===== config.mk =====
export PLATFORM = sky130hd
export DESIGN_NAME = serial_word_loader
export DESIGN_NICKNAME = d
export VERILOG_FILES = /design/src/rtl/loader_pkg.sv /design/src/rtl/sipo_shift_reg.sv /design/src/rtl/serial_word_loader.sv
export SDC_FILE = /design/constraint.sdc
export NUM_CORES = 1
export LEC_CHECK = 0
export CAP_MARGIN = 10
export CORE_ASPECT_RATIO = 1.1
export CORE_MARGIN = 2
export CORE_UTILIZATION = 50
export DETAILED_ROUTE_END_ITERATION = 12
export PLACE_DENSITY = 0.76
export SETUP_SLACK_MARGIN = 0.15
export SLEW_MARGIN = 20
export SYNTH_ARGS = -nofsm -noshare
export SYNTH_HDL_FRONTEND = slang
export SYNTH_HIERARCHICAL = 1
export SYNTH_SLANG_ARGS = --single-unit

===== constraint.sdc =====
create_clock -name clk -period 3.3 [get_ports clk]
set_input_delay 0.66 -clock clk [delete_from_list [all_inputs] [get_ports clk]]
set_output_delay 0.66 -clock clk [all_outputs]
set_load 0.03 [all_outputs]

===== src/rtl/loader_pkg.sv =====
// Shared types and defaults for the serial word loader.
// The state encoding is common to the loader FSM and any checker modules.
package loader_pkg;

  typedef enum logic [1:0] {
    IDLE  = 2'd0,
    SHIFT = 2'd1,
    WRITE = 2'd2,
    DONE  = 2'd3
  } state_e;

  localparam int DEF_WIDTH = 4;
  localparam int DEF_DEPTH = 4;

endpackage


===== src/rtl/sipo_shift_reg.sv =====
// Serial-in parallel-out shift register that assembles one word.
// Bit order: LSB-first by default, MSB-first when SHIFT_MSB_FIRST_EN is defined.
module sipo_shift_reg #(
  parameter int WIDTH = 4
) (
  input  logic             clk,
  input  logic             rst_n,
  input  logic             shift_en,
  input  logic             ser_in,
  output logic [WIDTH-1:0] q
);

  // Shift one accepted bit in; the first bit of a word ends at the selected end.
  always_ff @(posedge clk or negedge rst_n) begin
    if (!rst_n) begin
      q <= {WIDTH{1'b0}};
    end else if (shift_en) begin
`ifdef SHIFT_MSB_FIRST_EN
      q <= {q[WIDTH-2:0], ser_in};
`else
      q <= {ser_in, q[WIDTH-1:1]};
`endif
    end else begin
      q <= q;
    end
  end

endmodule


===== src/rtl/serial_word_loader.sv =====
// Collects DEPTH serial words of WIDTH bits and writes each one to a register file.
// Bit order follows SHIFT_MSB_FIRST_EN (see sipo_shift_reg); nothing else depends on it.
module serial_word_loader
  import loader_pkg::*;
#(
  parameter int WIDTH = DEF_WIDTH,
  parameter int DEPTH = DEF_DEPTH,
  localparam int AW   = $clog2(DEPTH)
) (
  input  logic             clk,
  input  logic             rst_n,
  input  logic             start,
  input  logic             ser_valid,
  input  logic             ser_in,
  output logic             ser_ready,
  output logic             en,
  output logic [AW-1:0]    waddr,
  output logic [WIDTH-1:0] wdata,
  output logic             busy,
  output logic             done
);

  localparam int CW = (WIDTH > 1) ? $clog2(WIDTH) : 1;

  state_e            state_r, state_s;
  logic [CW-1:0]     cnt_r, cnt_s;
  logic [AW-1:0]     addr_r, addr_s;
  logic [AW-1:0]     waddr_r;
  logic [WIDTH-1:0]  wdata_r;
  logic [WIDTH-1:0]  q_s;
  logic              accept_s;
  logic              ready_r, en_r, busy_r, done_r;

  // ser_ready is a registered decode of SHIFT, so acceptance never happens elsewhere.
  assign accept_s = ser_valid && ready_r;

  sipo_shift_reg #(.WIDTH(WIDTH)) u_sipo (
    .clk      (clk),
    .rst_n    (rst_n),
    .shift_en (accept_s),
    .ser_in   (ser_in),
    .q        (q_s)
  );

  // Next-state, bit counter and word address.
  always_comb begin
    state_s = state_r;
    cnt_s   = cnt_r;
    addr_s  = addr_r;
    case (state_r)
      IDLE: begin
        if (start) begin
          state_s = SHIFT;
          cnt_s   = {CW{1'b0}};
          addr_s  = {AW{1'b0}};
        end else begin
          state_s = IDLE;
        end
      end
      SHIFT: begin
        if (accept_s) begin
          if (cnt_r == CW'(WIDTH - 1)) begin
            cnt_s   = {CW{1'b0}};
            state_s = WRITE;
          end else begin
            cnt_s = cnt_r + CW'(1);
          end
        end else begin
          state_s = SHIFT;
        end
      end
      WRITE: begin
        if (addr_r == AW'(DEPTH - 1)) begin
          state_s = DONE;
        end else begin
          addr_s  = addr_r + AW'(1);
          state_s = SHIFT;
        end
      end
      DONE: begin
        state_s = IDLE;
      end
      default: begin
        state_s = IDLE;
      end
    endcase
  end

  // State, counters and registered status outputs decoded from the next state.
  always_ff @(posedge clk or negedge rst_n) begin
    if (!rst_n) begin
      state_r <= IDLE;
      cnt_r   <= {CW{1'b0}};
      addr_r  <= {AW{1'b0}};
      ready_r <= 1'b0;
      en_r    <= 1'b0;
      busy_r  <= 1'b0;
      done_r  <= 1'b0;
    end else begin
      state_r <= state_s;
      cnt_r   <= cnt_s;
      addr_r  <= addr_s;
      ready_r <= (state_s == SHIFT);
      en_r    <= (state_s == WRITE);
      busy_r  <= (state_s != IDLE);
      done_r  <= (state_s == DONE);
    end
  end

  // Write address is captured on entry to WRITE and then held until the next word.
  always_ff @(posedge clk or negedge rst_n) begin
    if (!rst_n) begin
      waddr_r <= {AW{1'b0}};
      wdata_r <= {WIDTH{1'b0}};
    end else begin
      waddr_r <= (state_s == WRITE) ? addr_r : waddr_r;
      wdata_r <= (state_r == WRITE) ? q_s : wdata_r;
    end
  end

  // The shift register already holds the finished word during WRITE; outside it the
  // last written word is presented so wdata stays stable while the next word shifts in.
  assign wdata     = (state_r == WRITE) ? q_s : wdata_r;
  assign waddr     = waddr_r;
  assign en        = en_r;
  assign ser_ready = ready_r;
  assign busy      = busy_r;
  assign done      = done_r;

endmodule


After elaboration in Yosys (flattened, before gate mapping)
Cells that the tools add are included.
{"block": "op_classes", "n_addsub": 2, "eq_ne": 11, "n_mux": 12, "reduce_logical": 7}
{"cell": "2-to-1 mux 2 bit", "n": 7}
{"cell": "== test 2 bit (second input constant)", "n": 6}
{"cell": "one-hot mux 2 bit (2 select lines)", "n": 2}
{"cell": "one-hot mux 2 bit (4 select lines)", "n": 1}
{"cell": "!= test 2 bit (second input constant)", "n": 3}
{"cell": "AND reduction 3 bit", "n": 2}
{"cell": "nonzero test 2 bit", "n": 3}
{"cell": "adder 2 x 1 -> 2 bit (second input constant)", "n": 2}
{"cell": "== test 2 x 1 -> 1 bit (second input constant)", "n": 2}
{"cell": "2-to-1 mux 4 bit", "n": 1}
{"cell": "zero test 2 bit", "n": 1}
{"cell": "logical AND 1 bit", "n": 1}
{"cell": "2-to-1 mux 1 bit", "n": 1}
{"block": "totals", "reg_bits": 20, "out_inout_bits": 10, "elab_cells": 42}

Longest topological paths before layout
{"block": "depth", "depth_word": 5, "ltp_mapped": 4}

By module
The synthesis kept the hierarchy.
{"mod": "serial_word_loader", "n_inst": 1, "cells_each": 59, "area_per_inst_um2": 696.9, "seq_area_each_um2": 400.4}
{"mod": "sipo_shift_reg", "n_inst": 1, "cells_each": 8, "area_per_inst_um2": 145.1, "seq_area_each_um2": 100.1}

Worst setup path before layout
Ideal clock, no wire load.
{"block": "synth_path", "path_type": "flip-flop to output port", "start": "reg state_r[1]", "end": "out wdata[0]", "arrival_ps": 1167, "path_slack_ps": 1473, "path_stages_with_launch": 3, "n_path_buf": 0, "cell_sequence": "dfrtp_1 > nor2b_1 > mux2_2"}
{"block": "synth_between", "elab_chain_len": 2}
{"item": "start: declaration", "line": "serial_word_loader.sv:25", "rtl": "state_e state_r, state_s;"}
{"item": "start signal: assignment", "line": "serial_word_loader.sv:100", "rtl": "state_r <= state_s;"}
{"item": "== test 2 bit", "line": "serial_word_loader.sv:123", "rtl": "assign wdata = (state_r == WRITE) ? q_s : wdata_r;"}
{"item": "2-to-1 mux 4 bit", "line": "serial_word_loader.sv:123"}
{"item": "end: declaration", "line": "serial_word_loader.sv:18", "rtl": "output logic [WIDTH-1:0] wdata,"}
No other way between the ends.

Worst setup path in the final report
{"block": "layout_path", "start": "reg state_r[0]", "end": "out wdata[3]"}
The elaborated chain is that of the path after synthesis.

==> flow_summary.yaml <==
pwr:
  ir_drop_v: 0.000491
  power_mw: 0.908
  p_per_area_nw_per_um2: 872
  total_leakage_power_nw: 0.477
logic_synthesis:
  synth_area_sq_um: 842
  synth_edf_count: 0
  yosysMostFrequentCell: "dfrtp_1"
  yosysTopAreaCell: "dfrtp_1"
  synthCells: 67
  synth_seq_cells: 20
  synth_area_leaders: "dfrtp_1 (59%), mux2_2 (11%), o21ai_0 (4.2%)"
  synth_nets: 74
  synth.distinct_cells: 21
  postSynthAreaPerCell_sq_um: 12.6
  synth_top_area_share_pct: 59.4
  synth_commonest_cells: "dfrtp_1 (20), mux2_2 (8), o21ai_0 (7)"
  async_flop_share_pct: 100
  ys_warn_count: 6
  seq_area_frac_synth_pct: 59.4
  synth_ff_type: "dfrtp_1"
timing:
  period_minus_slack_ns: 2.90
  worst_pin_slew_ns: 0.838
  clock_skew_ns: 0.00587
  finalHoldViolations: 0
  hold_ws_ns: 0.517
  grt_setup_unrepaired: "false"
  tns_ns: 0
  drv_slew: 0
  fin_crit_sh_pct: 88.0
  maxSlewHeadroom_pct: 43.9
  setup_ws_ns: 0.397
  max_freq_mhz: 345
  setup_violations: 0
flow_run:
  drv_cap: 0
setup_path:
  cp.arrival_ns: 2.24
  cp-end-kind: "output pin"
  critPathRequiredTime_ns: 2.64
  crit_path_start_kind: "flop"
  cp_max_fo: 13
  path_class: "reg2out"
floorplan:
  die_h_um: 47.0
  die-area_sq_um: 2030
  die_w_um: 43.1
  start_util_pct: 53.4
  core_area_sq_um: 1580
  rows: 15
  num_io_pins: 15
grt:
  busiest_layer: "met2"
  globalRouteTotalUtil_pct: 15.7
  grtUsageMet2_pct: 24.2
  grt_use_met1_pct: 20.2
  use_met3_pct: 2.31
  grt_pass1_wl_um: 2220
  grt_start_max_net_pins: 21
  overflow: 0
  grt_pass1_vias: 520
  antenna_found_initial: 0
clock_tree:
  clk_latency_ns: 0.31
  path_clk_slew_ns: 0.11
  cts_max_level: 1
  postCtsResizedCells: 0
  cts_buffers: 3
  clockRootBuffer: "clkbuf_4"
  cts_tree: "built"
  cts_setup_buffers: 0
  cts_sinks: 20
  hold_buffers: 0
  clockBufferDepth: 2
drt:
  drc: 0
  finalWirelength_um: 1420
  routedWlPerCell_um: 14.2
  route.vias.total: 565
  viasPerCell: 5.65
  ant_nets: 0
  first_pass_iters: 4
  dr.first_iter.drc_count: 8
placement:
  io_buffer_count: 14
  placed_cell_area_sq_um: 988
  gp_congestion: 0.767
  preCtsSetupSlack_ns: 0.761
  placed_cells: 96
  dp_hpwl_um: 983
cells_and_area:
  multi_input_comb_area_sq_um: 315
  nets: 91
  synthToLayoutAreaGrowth_pct: 23.6
  regArea_sq_um: 500
  stdcell_area_sq_um: 1040
  drive_above_1_share_pct: 19.3
  final_util_pct: 66.0
  n_antenna_cell: 0
  stdcell_count: 100
  fillers: 128
hold_path:
  hold_class: "reg2reg"
run_status:
  outcome: "finished, final reports clean"
[layout make-up]
class,instances,area share [%]
Clock buffer,3,2.16
Inverter,3,1.08
Tap cell,17,2.04
Timing Repair Buffer,14,13.5
Clock inverter,1,2.88
Sequential cell,20,48.1
Multi-Input combinational cell,42,30.3
[worst paths after layout]
| check | startpoint | end | slack (ns) | cells after the start |
|---|---|---|---|---|
| max | state_r[0] | wdata[3] | 0.40 | 3 |
| min | wdata_r[1] | wdata_r[1] | 0.52 | 1 |
| max reg2reg | state_r[0] | wdata_r[3] | 1.86 | 2 |
| min reg2reg | wdata_r[1] | wdata_r[1] | 0.52 | 1 |
| max in group asynchronous | rst_n | addr_r[1] | 1.96 | 1 |
| min in group asynchronous | rst_n | state_r[1] | 0.82 | 1 |
[critical path, cell delays in order (launching register included)]
cell             delay [ns]
dfrtp_1                0.53
nor2b_1                0.41
mux2_2                 0.40
clkdlybuf4s50_1        0.59
[power breakdown]
part	switching [mW]	total (mW)	internal [mW]
logic	0.162	0.314	0.153
clock network	0.0760	0.199	0.123
registers	0.0693	0.395	0.325
[flip-flops by register name (all words and copies together) (netlist names)]
name / cells
u_sipo/q: 4
busy: 1
wdata_r: 4
ser_ready: 1
waddr: 2
cnt_r: 2
state_r: 2
done: 1
addr_r: 2
en: 1
[cell families after synthesis]
family	share of synthesized area, %
compound gates	10.1
buf+inv	3.12
flops	59.4
fa+ha+maj	2.97
mux	14.3
simple gates	10.1
[cell usage in the layout (no fill, tap or decap), types with 2 or more instances in the layout]
cell and n:
dfrtp_1 20, clkdlybuf4s50_1 14, mux2_2 8, o21ai_0 7, nand2_1 4, inv_1 3
nor2_1 3, a22oi_1 3, clkbuf_4 3, nand3_1 2, nor3_1 2, a21oi_1 2
mux2_4 2, ha_1 2
[routing by layer]
layer / vias to the layer above / routed length, um
met5: - / 0
met4: 0 / 50
met2: 19 / 627
li1: 270 / -
met1: 271 / 681
met3: 5 / 64
Note: power is estimated with default switching activity, not from simulation.
